## src/rtl/ir_blob_decoder.sv

```systemverilog
// IR camera extended-report parser: extracts one blob's x/y/size, with stall timeout.
// Optional IR_BLOB_AVG_EN: two-sample x/y averaging of consecutive valid decodes.
module ir_blob_decoder #(
   parameter int BLOB_SEL       = 0,
   parameter int HEADER_BYTES   = 1,
   parameter int TIMEOUT_CYCLES = 2500000
) (
   input  logic       clk,
   input  logic       reset,
   input  logic [7:0] byte_in,
   input  logic       byte_valid,
   input  logic       frame_start,
   output logic [9:0] x,
   output logic [9:0] y,
   output logic [3:0] size,
   output logic       xy_valid,
   output logic       blob_found
);

   localparam int BASE = HEADER_BYTES + 3 * BLOB_SEL;
   localparam int IW   = (BASE < 2) ? 1 : $clog2(BASE + 1);
   localparam int CW   = (TIMEOUT_CYCLES < 2) ? 1 : $clog2(TIMEOUT_CYCLES + 1);
   localparam logic [IW-1:0] LAST_SKIP = IW'(BASE - 1);
   localparam logic [CW-1:0] TMAX      = CW'(TIMEOUT_CYCLES - 1);
   localparam logic [9:0]    NO_BLOB   = 10'h3FF;

   typedef enum logic [2:0] {IDLE, SKIP, BY0, BY1, BY2, DONE} state_t;

   state_t        state_q, state_d;
   logic [IW-1:0] idx_q, idx_d;
   logic [7:0]    b0_q, b0_d, b1_q, b1_d;
   logic [9:0]    x_q, x_d, y_q, y_d;
   logic [3:0]    size_q, size_d;
   logic          xv_q, xv_d, bf_q, bf_d;
   logic [CW-1:0] cnt_q, cnt_d;
   logic          decode;
   logic [9:0]    raw_x, raw_y;
`ifdef IR_BLOB_AVG_EN
   logic [9:0]    xp_q, xp_d, yp_q, yp_d;
   logic          hist_q, hist_d;
   logic [10:0]   sum_x, sum_y;
`endif

   assign raw_x = {byte_in[5:4], b0_q};
   assign raw_y = {byte_in[7:6], b1_q};

   always_comb begin
      state_d = state_q;
      idx_d   = idx_q;
      b0_d    = b0_q;
      b1_d    = b1_q;
      x_d     = x_q;
      y_d     = y_q;
      size_d  = size_q;
      bf_d    = bf_q;
      xv_d    = 1'b0;
      decode  = 1'b0;
      cnt_d   = (cnt_q < TMAX) ? cnt_q + 1'b1 : cnt_q;
`ifdef IR_BLOB_AVG_EN
      xp_d    = xp_q;
      yp_d    = yp_q;
      hist_d  = hist_q;
      sum_x   = {1'b0, xp_q} + {1'b0, raw_x};
      sum_y   = {1'b0, yp_q} + {1'b0, raw_y};
`endif

      if (byte_valid) begin
         if (frame_start) begin
            // frame_start byte is index 0; with BASE==0 it is already b0
            idx_d = IW'(1);
            if (BASE == 0) begin
               b0_d    = byte_in;
               state_d = BY1;
            end else if (BASE == 1) begin
               state_d = BY0;
            end else begin
               state_d = SKIP;
            end
         end else begin
            case (state_q)
               SKIP: begin
                  idx_d = idx_q + 1'b1;
                  if (idx_q == LAST_SKIP) state_d = BY0;
               end
               BY0: begin
                  b0_d    = byte_in;
                  state_d = BY1;
               end
               BY1: begin
                  b1_d    = byte_in;
                  state_d = BY2;
               end
               BY2: begin
                  decode  = 1'b1;
                  state_d = DONE;
               end
               default: ;
            endcase
         end
      end

      if (decode) begin
         xv_d   = 1'b1;
         cnt_d  = '0;
         size_d = byte_in[3:0];
         bf_d   = (raw_y != NO_BLOB);
`ifdef IR_BLOB_AVG_EN
         if (raw_y == NO_BLOB) begin
            x_d    = NO_BLOB;
            y_d    = NO_BLOB;
            hist_d = 1'b0;
         end else begin
            x_d    = hist_q ? sum_x[10:1] : raw_x;
            y_d    = hist_q ? sum_y[10:1] : raw_y;
            xp_d   = raw_x;
            yp_d   = raw_y;
            hist_d = 1'b1;
         end
`else
         x_d = raw_x;
         y_d = raw_y;
`endif
      end else if (cnt_q >= TMAX) begin
         xv_d   = 1'b1;
         cnt_d  = '0;
         x_d    = NO_BLOB;
         y_d    = NO_BLOB;
         size_d = 4'hF;
         bf_d   = 1'b0;
`ifdef IR_BLOB_AVG_EN
         hist_d = 1'b0;
`endif
      end
   end

   always_ff @(posedge clk or posedge reset) begin
      if (reset) begin
         state_q <= IDLE;
         idx_q   <= '0;
         b0_q    <= '0;
         b1_q    <= '0;
         x_q     <= NO_BLOB;
         y_q     <= NO_BLOB;
         size_q  <= 4'hF;
         xv_q    <= 1'b0;
         bf_q    <= 1'b0;
         cnt_q   <= '0;
`ifdef IR_BLOB_AVG_EN
         xp_q    <= '0;
         yp_q    <= '0;
         hist_q  <= 1'b0;
`endif
      end else begin
         state_q <= state_d;
         idx_q   <= idx_d;
         b0_q    <= b0_d;
         b1_q    <= b1_d;
         x_q     <= x_d;
         y_q     <= y_d;
         size_q  <= size_d;
         xv_q    <= xv_d;
         bf_q    <= bf_d;
         cnt_q   <= cnt_d;
`ifdef IR_BLOB_AVG_EN
         xp_q    <= xp_d;
         yp_q    <= yp_d;
         hist_q  <= hist_d;
`endif
      end
   end

   assign x          = x_q;
   assign y          = y_q;
   assign size       = size_q;
   assign xy_valid   = xv_q;
   assign blob_found = bf_q;

endmodule

```

## config.mk

```make
export PLATFORM = sky130hd
export DESIGN_NAME = ir_blob_decoder
export DESIGN_NICKNAME = d
export VERILOG_FILES = /design/src/rtl/ir_blob_decoder.sv
export SDC_FILE = /design/constraint.sdc
export NUM_CORES = 1
export LEC_CHECK = 0
export CAP_MARGIN = 20
export CORE_ASPECT_RATIO = 0.7
export CORE_UTILIZATION = 40
export CTS_BUF_LIST = sky130_fd_sc_hd__clkbuf_2
export DETAILED_ROUTE_END_ITERATION = 8
export SYNTH_ARGS = -nofsm -noshare
export SYNTH_HDL_FRONTEND = slang
export SYNTH_SLANG_ARGS = --single-unit
```

## constraint.sdc

```tcl
create_clock -name clk -period 2.5 [get_ports clk]
set_input_delay 0.25 -clock clk [delete_from_list [all_inputs] [get_ports clk]]
set_output_delay 0.25 -clock clk [all_outputs]
set_load 0.01 [all_outputs]
```

==> flow_metrics.env <==
export IMPL_status="finished, final reports clean"
export IMPL_synth_ff_type="dfrtp_1"
export IMPL_finalCriticalPeriod_ns=2.17
export IMPL_layout_common_cells="nor2_1, dfrtp_1, clkdlybuf4s50_1"
export IMPL_syn_avg_cell_area_um2=10.4
export IMPL_nNetsFinal=358
export IMPL_ff2ff_path_depth=5
export IMPL_synthTopCellsByArea="dfrtp_1, dfstp_2, nor2_1, mux2_2, a31oi_1"
export IMPL_synth_xor_area_share_pct=4.13
export IMPL_r2r_setup_slack_ns=0.33
export IMPL_ys_types=47
export IMPL_rsz0062_at_grt="no"
export IMPL_grt_pass1_vias=2167
export IMPL_yosys_area_share_adder_pct=0.393
export IMPL_final_antenna_net_count=0
export IMPL_synth_top_family_by_area="simple AND/OR/NAND/NOR gates"
export IMPL_insertedDiodeCount=0
export IMPL_area_growth_syn_to_layout_pct=19.6
export IMPL_drt_iter0_drc=141
export IMPL_cts_clk_slew_worst_paths_ns=0.18
export IMPL_slowest_delay_ns=0.61
export IMPL_antenna_found_initial=0
export IMPL_clk_latency_ns=0.50
export IMPL_drc_errors=0
export IMPL_numCtsBuffers=9
export IMPL_fp_dieW_um=109
export IMPL_fin_tns_setup_ns=0
export IMPL_place_ws_ns=0.260
export IMPL_timing_rr_end="cnt_q[18]$_DFFE_PP0P_"
export IMPL_synth_compound_area_share_pct=10.9
export IMPL_grt_max_degree=69
export IMPL_ys_seq_area_share_pct=54.4
export IMPL_synth_top_area_cell="dfrtp_1"
export IMPL_viasPerCell=5.43
export IMPL_hpwl_um=4560
export IMPL_initial_utilization_pct=42.5
export IMPL_p_total_mw=3.81
export IMPL_ioPinCount=38
export IMPL_period_share_pct=86.7
export IMPL_critPathSlowestCell="or4_4"
export IMPL_multi_input_area_mm2=0.00135
export IMPL_synth_edf_count=0
export IMPL_synth_seq_cells=68
export IMPL_synth_area_mm2=0.00318
export IMPL_wirelength_um=6910
export IMPL_regArea_mm2=0.00173
export IMPL_cts_setup_buffers=0
export IMPL_final_common_cell="nor2_1"
export IMPL_setup_ws_ns=0.333
export IMPL_dr_pass1_iters=5
export IMPL_cap_violations=0
export IMPL_cts_resized=0
export IMPL_worst_setup_path_end_kind="register"
export IMPL_crit_chain="ha_1 > nand4_2 > or4_4 > or3_1 > a211oi_1"
export IMPL_track_usage_pct=18.2
export IMPL_maxSlewHeadroom_pct=63.0
export IMPL_clock_sinks=68
export IMPL_synth_nets=319
export IMPL_max_freq_mhz=461
export IMPL_port_buffers=37
export IMPL_synth_top_area_share_pct=34.6
export IMPL_postSynthCellCount=306
export IMPL_clock_path_buffers=2
export IMPL_die_area_mm2=0.00832
export IMPL_worst_r2r_startpoint="cnt_q[0]$_DFFE_PP0P_"
export IMPL_hold_viol=0
export IMPL_htreeDepth=3
export IMPL_worst_ir_drop_vdd_mv=0.472
export IMPL_num_rows=26
export IMPL_core_area_mm2=0.00748
export IMPL_yosys_warnings=0
export IMPL_die_y_um=76.6
export IMPL_cp_start_kind="register"
export IMPL_hold_class="in -> async"
export IMPL_tightest_slew_ns=0.549
export IMPL_finClkSkew_ns=0.0167
export IMPL_muxShareOfSynthArea_pct=5.66
export IMPL_synth_simple_area_share_pct=21.2
export IMPL_drive_gt1_share_pct=22.9
export IMPL_gr_total_overflow=0
export IMPL_cp_required_ns=2.91
export IMPL_vias=2434
export IMPL_globalplace_congestion=0.812
export IMPL_cts_root_buf="clkbuf_2"
export IMPL_ys_async_sr_fraction_pct=100
export IMPL_cp_max_fo=5
export IMPL_fill_cells=712
export IMPL_p_leak_nw=1.55
export IMPL_grt_pass1_wl_um=11500
export IMPL_wl_per_cell_um=15.4
export IMPL_hold_buffers=0
export IMPL_setup_viol=0
export IMPL_cp_arrival_ns=2.58
export IMPL_maxSlewViolCount=0
export IMPL_power_per_cell_area_mw_per_mm2=1000
export IMPL_cts_tree="built"
export IMPL_worstSetupPathType="reg -> reg"
logic make-up after synthesis:
logic type	count (synthesis)
compound gates	52
fa+ha+maj	1
mux	16
simple gates	132
xor+xnor	15
flops	68
buf+inv	22
stage by stage:
stage / area, µm² / util, % / std cells / hold WS [ns]
global placement: 3670 / 49.0 / 432 / 0.482
global route: 3800 / 50.8 / 448 / 0.100
finish: 3800 / 50.8 / 448 / 0.108
floorplan: 3180 / - / 306 / 0.332
detailed placement: 3670 / 49.0 / 432 / 0.485
CTS: 3800 / 50.8 / 448 / 0.0813
worst max-delay path: cells and delay by family (launching register included):
family / cells / cell delay, ns
and+or+nand+nor: 3 / 1.11
DFF: 1 / 0.46
adders and majority gates: 1 / 0.28
AOI/OAI and AO/OA: 1 / 0.25
sequential cells by signal, summed over array words and instances (netlist names):
name and cells:
idx_q 1, b0_q 8, y 10, cnt_q 22, state_q 3, b1_q 8, x 10, xy_valid 1
size 4, blob_found 1
routing by layer:
metal | track usage (%) | up-vias | wire [µm]
met5 | 0 | - | 0
met4 | 5.68 | 0 | 61
met3 | 5.65 | 5 | 388
met2 | 22.5 | 65 | 2800
met1 | 29.1 | 1182 | 3650
li1 | - | 1182 | -
where the power goes:
part           internal, mW  switching (mW)
sequential             1.60           0.335
combinational         0.671           0.481
clock                 0.327           0.403
total                  2.60            1.22
worst max-delay path by stage:
stage                                     from                     to  cells after the start
after floorplan           cnt_q[0]$_DFFE_PP0P_     xy_valid$_DFF_PP0_                      6
after global placement             frame_start       x[1]$_DFFE_PP1P_                      6
after detailed placement           frame_start       y[3]$_DFFE_PP1P_                      6
after CTS                 cnt_q[0]$_DFFE_PP0P_  cnt_q[18]$_DFFE_PP0P_                      5
after global routing      cnt_q[0]$_DFFE_PP0P_  cnt_q[18]$_DFFE_PP0P_                      5
final                     cnt_q[0]$_DFFE_PP0P_  cnt_q[18]$_DFFE_PP0P_                      5
synthesized netlist by cell type (3+ instances only):
master	n
nor2_1	56
dfrtp_1	44
a31oi_1	26
dfstp_2	24
nor3_1	22
nand2_1	16
mux2_2	15
clkbuf_1	12
xnor2_1	10
o21ai_0	9
nand4_1	7
xor2_1	5
inv_1	4
nand3_1	4
nor4_1	4
or3_1	4
a211oi_2	3
buf_2	3
o21ai_1	3
cell type report:
| cell class | instances | share of cell area, % |
|---|---|---|
| timing repair buffer | 46 | 11.8 |
| tap | 98 | 3.22 |
| clock inverter | 7 | 2.40 |
| multi-input combinational | 216 | 35.4 |
| sequential | 68 | 45.5 |
| clock buffer | 9 | 1.18 |
| inverter | 4 | 0.395 |
Note: power is estimated with default switching activity, not from simulation.
==> patch 1: new RTL, config.mk and constraints unchanged <==
Take the reset off `b0_q` and `b1_q` and load them in a clocked block of their own.
--- a/src/rtl/ir_blob_decoder.sv
+++ b/src/rtl/ir_blob_decoder.sv
@@ -139,4 +139,2 @@
          idx_q   <= '0;
-         b0_q    <= '0;
-         b1_q    <= '0;
          x_q     <= NO_BLOB;
@@ -155,4 +153,2 @@
          idx_q   <= idx_d;
-         b0_q    <= b0_d;
-         b1_q    <= b1_d;
          x_q     <= x_d;
@@ -171,2 +167,7 @@
 
+   always_ff @(posedge clk) begin
+      b0_q <= b0_d;
+      b1_q <= b1_d;
+   end
+
    assign x          = x_q;
Formal check against the unedited RTL: no difference found for any inputs over 10 cycles, from zero or initial values and one cycle with reset high; that may be too few to reach the edited logic, so the function may still have changed.
==> patch 1 against the unedited design <==
Setup slack better by 0.17 ns; cell area is 5.2% lower; sequential share of layout area is 4.7 points higher; via count is 13% lower; total power is 5.0% lower; worst hold slack better by 0.11 ns; non-clock buffer count is 1 lower; sequential cell count stayed put; fmax is 8.7% higher; routed wire length is 7.5% lower; area after synthesis is 8.1% lower; clock power is 18% higher; largest power group unchanged.
==> patch 1: results (changes against the unedited design) <==
global_routing:
  grt_max_degree: 53  # -23%
  grt_pass1_wl_mm: 10.3  # -10%
  first_global_vias: 1960  # -9.6%
  track_usage: 0.177  # -0.00422
synthesis:
  ys_seq_area_frac: 0.620  # +0.0751
  synth-xor-area-share: 0.0359  # -0.00536
  synth.area.mux_share: 0  # -0.0566
  synth_compound_area_frac: 0.158  # +0.0494
  synth_area_leaders: "dfrtp_1 (24%), dfstp_2 (22%), edfxtp_1 (16%)"
  synthTopCellsByCount: "dfrtp_1 (28), dfstp_2 (24), o32a_1 (24)"
  synth_fp_nets: 248  # -22%
  synth_area_per_cell_um2: 12.4  # +20%
  synth_edf_count: 16  # +16
  yosysWarnings: 0  # unchanged
  ys_async_sr_fraction: 0.765  # -0.235
  synthAdderAreaFrac: 0.00428  # +0.000345
  yosysUniqueCellTypes: 42  # -11%
layout:
  fill_cells: 630  # -12%
  stdcell_count: 374  # -17%
  fin_nets: 288  # -20%
power:
  vdd_ir_drop_max_mv: 0.456  # -3.3%
sta:
  clock_skew_ns: 0.0182  # +0.00147 ns
  max_slew.worst_pin.slew_ns: 0.814  # +0.265 ns
drt:
  drt-initial-drc-count: 99  # -30%
  wl_per_cell_um: 17.1  # +11%
  dr.pass1.iters: 4  # -1
  num_vias: 2106  # -13%
placement:
  dp_hpwl_mm: 4.07  # -11%
  pre_cts_slack_ns: 0.414  # +0.154 ns
  placed_area_mm2: 0.00344  # -6.3%
  gp_congestion: 0.812  # about the same
  dp_cells: 358  # -17%
worst_setup_path:
  cp.arrival_ns: 2.44  # -0.14 ns
  path_max_fanout: 26  # +21
cts:
  cts_max_level: 3  # unchanged
outcome:
  status: "completed"
patch 1: changes by cell type after synthesis, moves of 4 or more:
cell and delta:
a211oi_1 +4, a31oi_1 -24, buf_2 +7, clkbuf_1 -8, dfrtp_1 -16, edfxtp_1 +16, mux2_2 -15, nand2_1 -4
nand3_1 +4, nor2_1 -51, o32a_1 +24
patch 1: final timing paths:
check	to	slack, ns	cells after the start
max in group asynchronous	state_q[0]	1.83	3
min in group clk	x[9]	0.35	2
setup reg to reg	x[4]	0.51	6
setup / recovery	x[4]	0.51	6
hold reg to reg	x[0]	0.49	1
hold / removal	cnt_q[2]	0.22	3
patch 1: layout make-up:
class	count	area [um2]	area share
multi-input combinational	145	1040	0.289
timing repair buffer	45	443	0.123
sequential	68	1810	0.502
clock inverter	7	125	0.0347
inverter	6	22.5	0.00625
clock buffer	9	45.0	0.0125
tap	94	118	0.0326
patch 1: layer usage:
| layer | global-route usage | share of wire | vias up |
|---|---|---|---|
| met3 | 0.0577 | 0.049 | 6 |
| met1 | 0.266 | 0.52 | 1053 |
| met5 | 0 | 0 | - |
| li1 | - | - | 992 |
| met2 | 0.243 | 0.42 | 55 |
| met4 | 0.0476 | 0.0077 | 0 |
patch 1: power by group through the flow:
| stage | Sequential (W) | Clock (W) | Combinational [W] |
|---|---|---|---|
| final | 0.00178 | 0.000862 | 0.000983 |
| after global routing | 0.00182 | 0.000922 | 0.00107 |
| after CTS | 0.00178 | 0.000886 | 0.000998 |
| after detailed placement | 0.00180 | 0 | 0.000997 |
| after global placement | 0.00180 | 0 | 0.000976 |
| after floorplan | 0.00182 | 0 | 0.000479 |
patch 1: worst max-delay path: stages, from the launching register on:
cell	delay (ns)
dfrtp_1	0.45
ha_1	0.25
nand4_1	0.19
a211o_1	0.35
a31oi_4	0.20
buf_4	0.32
o32a_1	0.20
==> patch 2: new RTL, same flow settings <==
Without the edit above. Build with the macro `IR_BLOB_AVG_EN` defined.
--- a/src/rtl/ir_blob_decoder.sv
+++ b/src/rtl/ir_blob_decoder.sv
@@ -2,2 +2,4 @@
 // Optional IR_BLOB_AVG_EN: two-sample x/y averaging of consecutive valid decodes.
+`define IR_BLOB_AVG_EN
+
 module ir_blob_decoder #(
Formal check against the unedited RTL: not equivalent (Yosys sat finds a counterexample within 10 cycles, from zero or initial values and one cycle with reset high).
==> patch 2 against the unedited design <==
Total power is 55% higher; clock power barely moved; sequential cell count increased by 20; worst hold slack got worse by 0.046 ns; cell area grew 41%; clock skew grew 0.0043 ns; count of clock-buffer cells in the layout is 2 higher; via count up 49%; global-route usage increased by 1.4 points; setup slack worse by 0.075 ns; largest cell class is now multi-input combinational cells; die area rose by 45%; area after synthesis is 46% higher; routed wire length grew 55%.
==> patch 2: results (changes against the unedited design) <==
outcome:
  status: "completed"
sta:
  max_slew.worst_pin.slew_ns: 0.662  # +0.113 ns
placement:
  io_buffers: 37  # unchanged
  dp_hpwl_mm: 7.51  # +65%
  gp_congestion: 0.820  # +0.92%
  dp_cells: 656  # +52%
cts:
  clkSlewWorstSetupHoldPaths_ns: 0.24  # +0.06 ns
  clock_latency_ns: 0.56  # +0.06 ns
worst_setup_path:
  rr_worst_depth: 7  # +2
  cp.arrival_ns: 2.76  # +0.18 ns
  r2r_slack_ns: 0.26  # -0.07 ns
  worst_path_dominant_cell_family: "compound AO/OA/AOI/OAI gates"
  critPathMaxStageDelay_ns: 0.56  # -0.05 ns
  crit_end: "x[4]"
  path_max_fanout: 22  # +17
  critPathSlowestCell: "o21ai_4"
global_routing:
  track_usage: 0.196  # +0.0144
  grt_max_degree: 89  # +29%
  grt_pass1_wl_mm: 18.0  # +57%
power:
  vdd_ir_drop_max_mv: 0.470  # -0.34%
  leakage_nw: 2.35  # +52%
  p_comb_frac: 0.446  # +0.144
  switching_power_w: 0.00230  # +89%
  p_per_area_mw_per_mm2: 1100  # +9.7%
synthesis:
  synth_area_per_cell_um2: 9.85  # -5.2%
  yosysUniqueCellTypes: 53  # +13%
  synthTopCellsByCount: "nand2_1 (71), dfrtp_1 (64), nor2_1 (35)"
  ys_seq_area_frac: 0.480  # -0.0645
  synth_fp_nets: 505  # +58%
  yosysMostFrequentCell: "nand2_1"
layout:
  stdcell_count: 672  # +50%
  fin_nets: 547  # +53%
  fill_cells: 1041  # +46%
  drive_gt1_frac: 0.154  # -0.0744
drt:
  drt-initial-drc-count: 170  # +21%
  dr.pass1.iters: 4  # -1
  wl_mm: 10.7  # +55%
  num_vias: 3627  # +49%
patch 2: cells by family after synthesis:
family                     synth area share
AOI/OAI and AO/OA                     0.149
xor gates and xnor gates             0.0452
adders and majority gates            0.0597
buffers and inverters                0.0363
DFF                                   0.480
muxes                                0.0385
and+or+nand+nor                       0.191
patch 2: metrics by stage:
stage               hold slack [ns]  instance area (um2)
floorplan                     0.340                 4650
global placement              0.435                 5250
detailed placement            0.451                 5250
CTS                          0.0355                 5370
global route                 0.0546                 5370
finish                       0.0621                 5370
patch 2: routing by layer:
metal | vias to the layer above | track usage | routed length [um]
met5 | - | 0 | 0
met4 | 0 | 0.0565 | 41
met2 | 81 | 0.281 | 4510
met3 | 4 | 0.0432 | 528
met1 | 1781 | 0.292 | 5620
li1 | 1761 | - | -
patch 2: area by class of cell:
cell class	instances	area share
multi-input cells	346	0.422
clock buffers	11	0.0103
clock inverters	5	0.0107
repair buffers	50	0.0919
well taps	153	0.0357
inverters	19	0.0135
flip-flops and latches	88	0.416
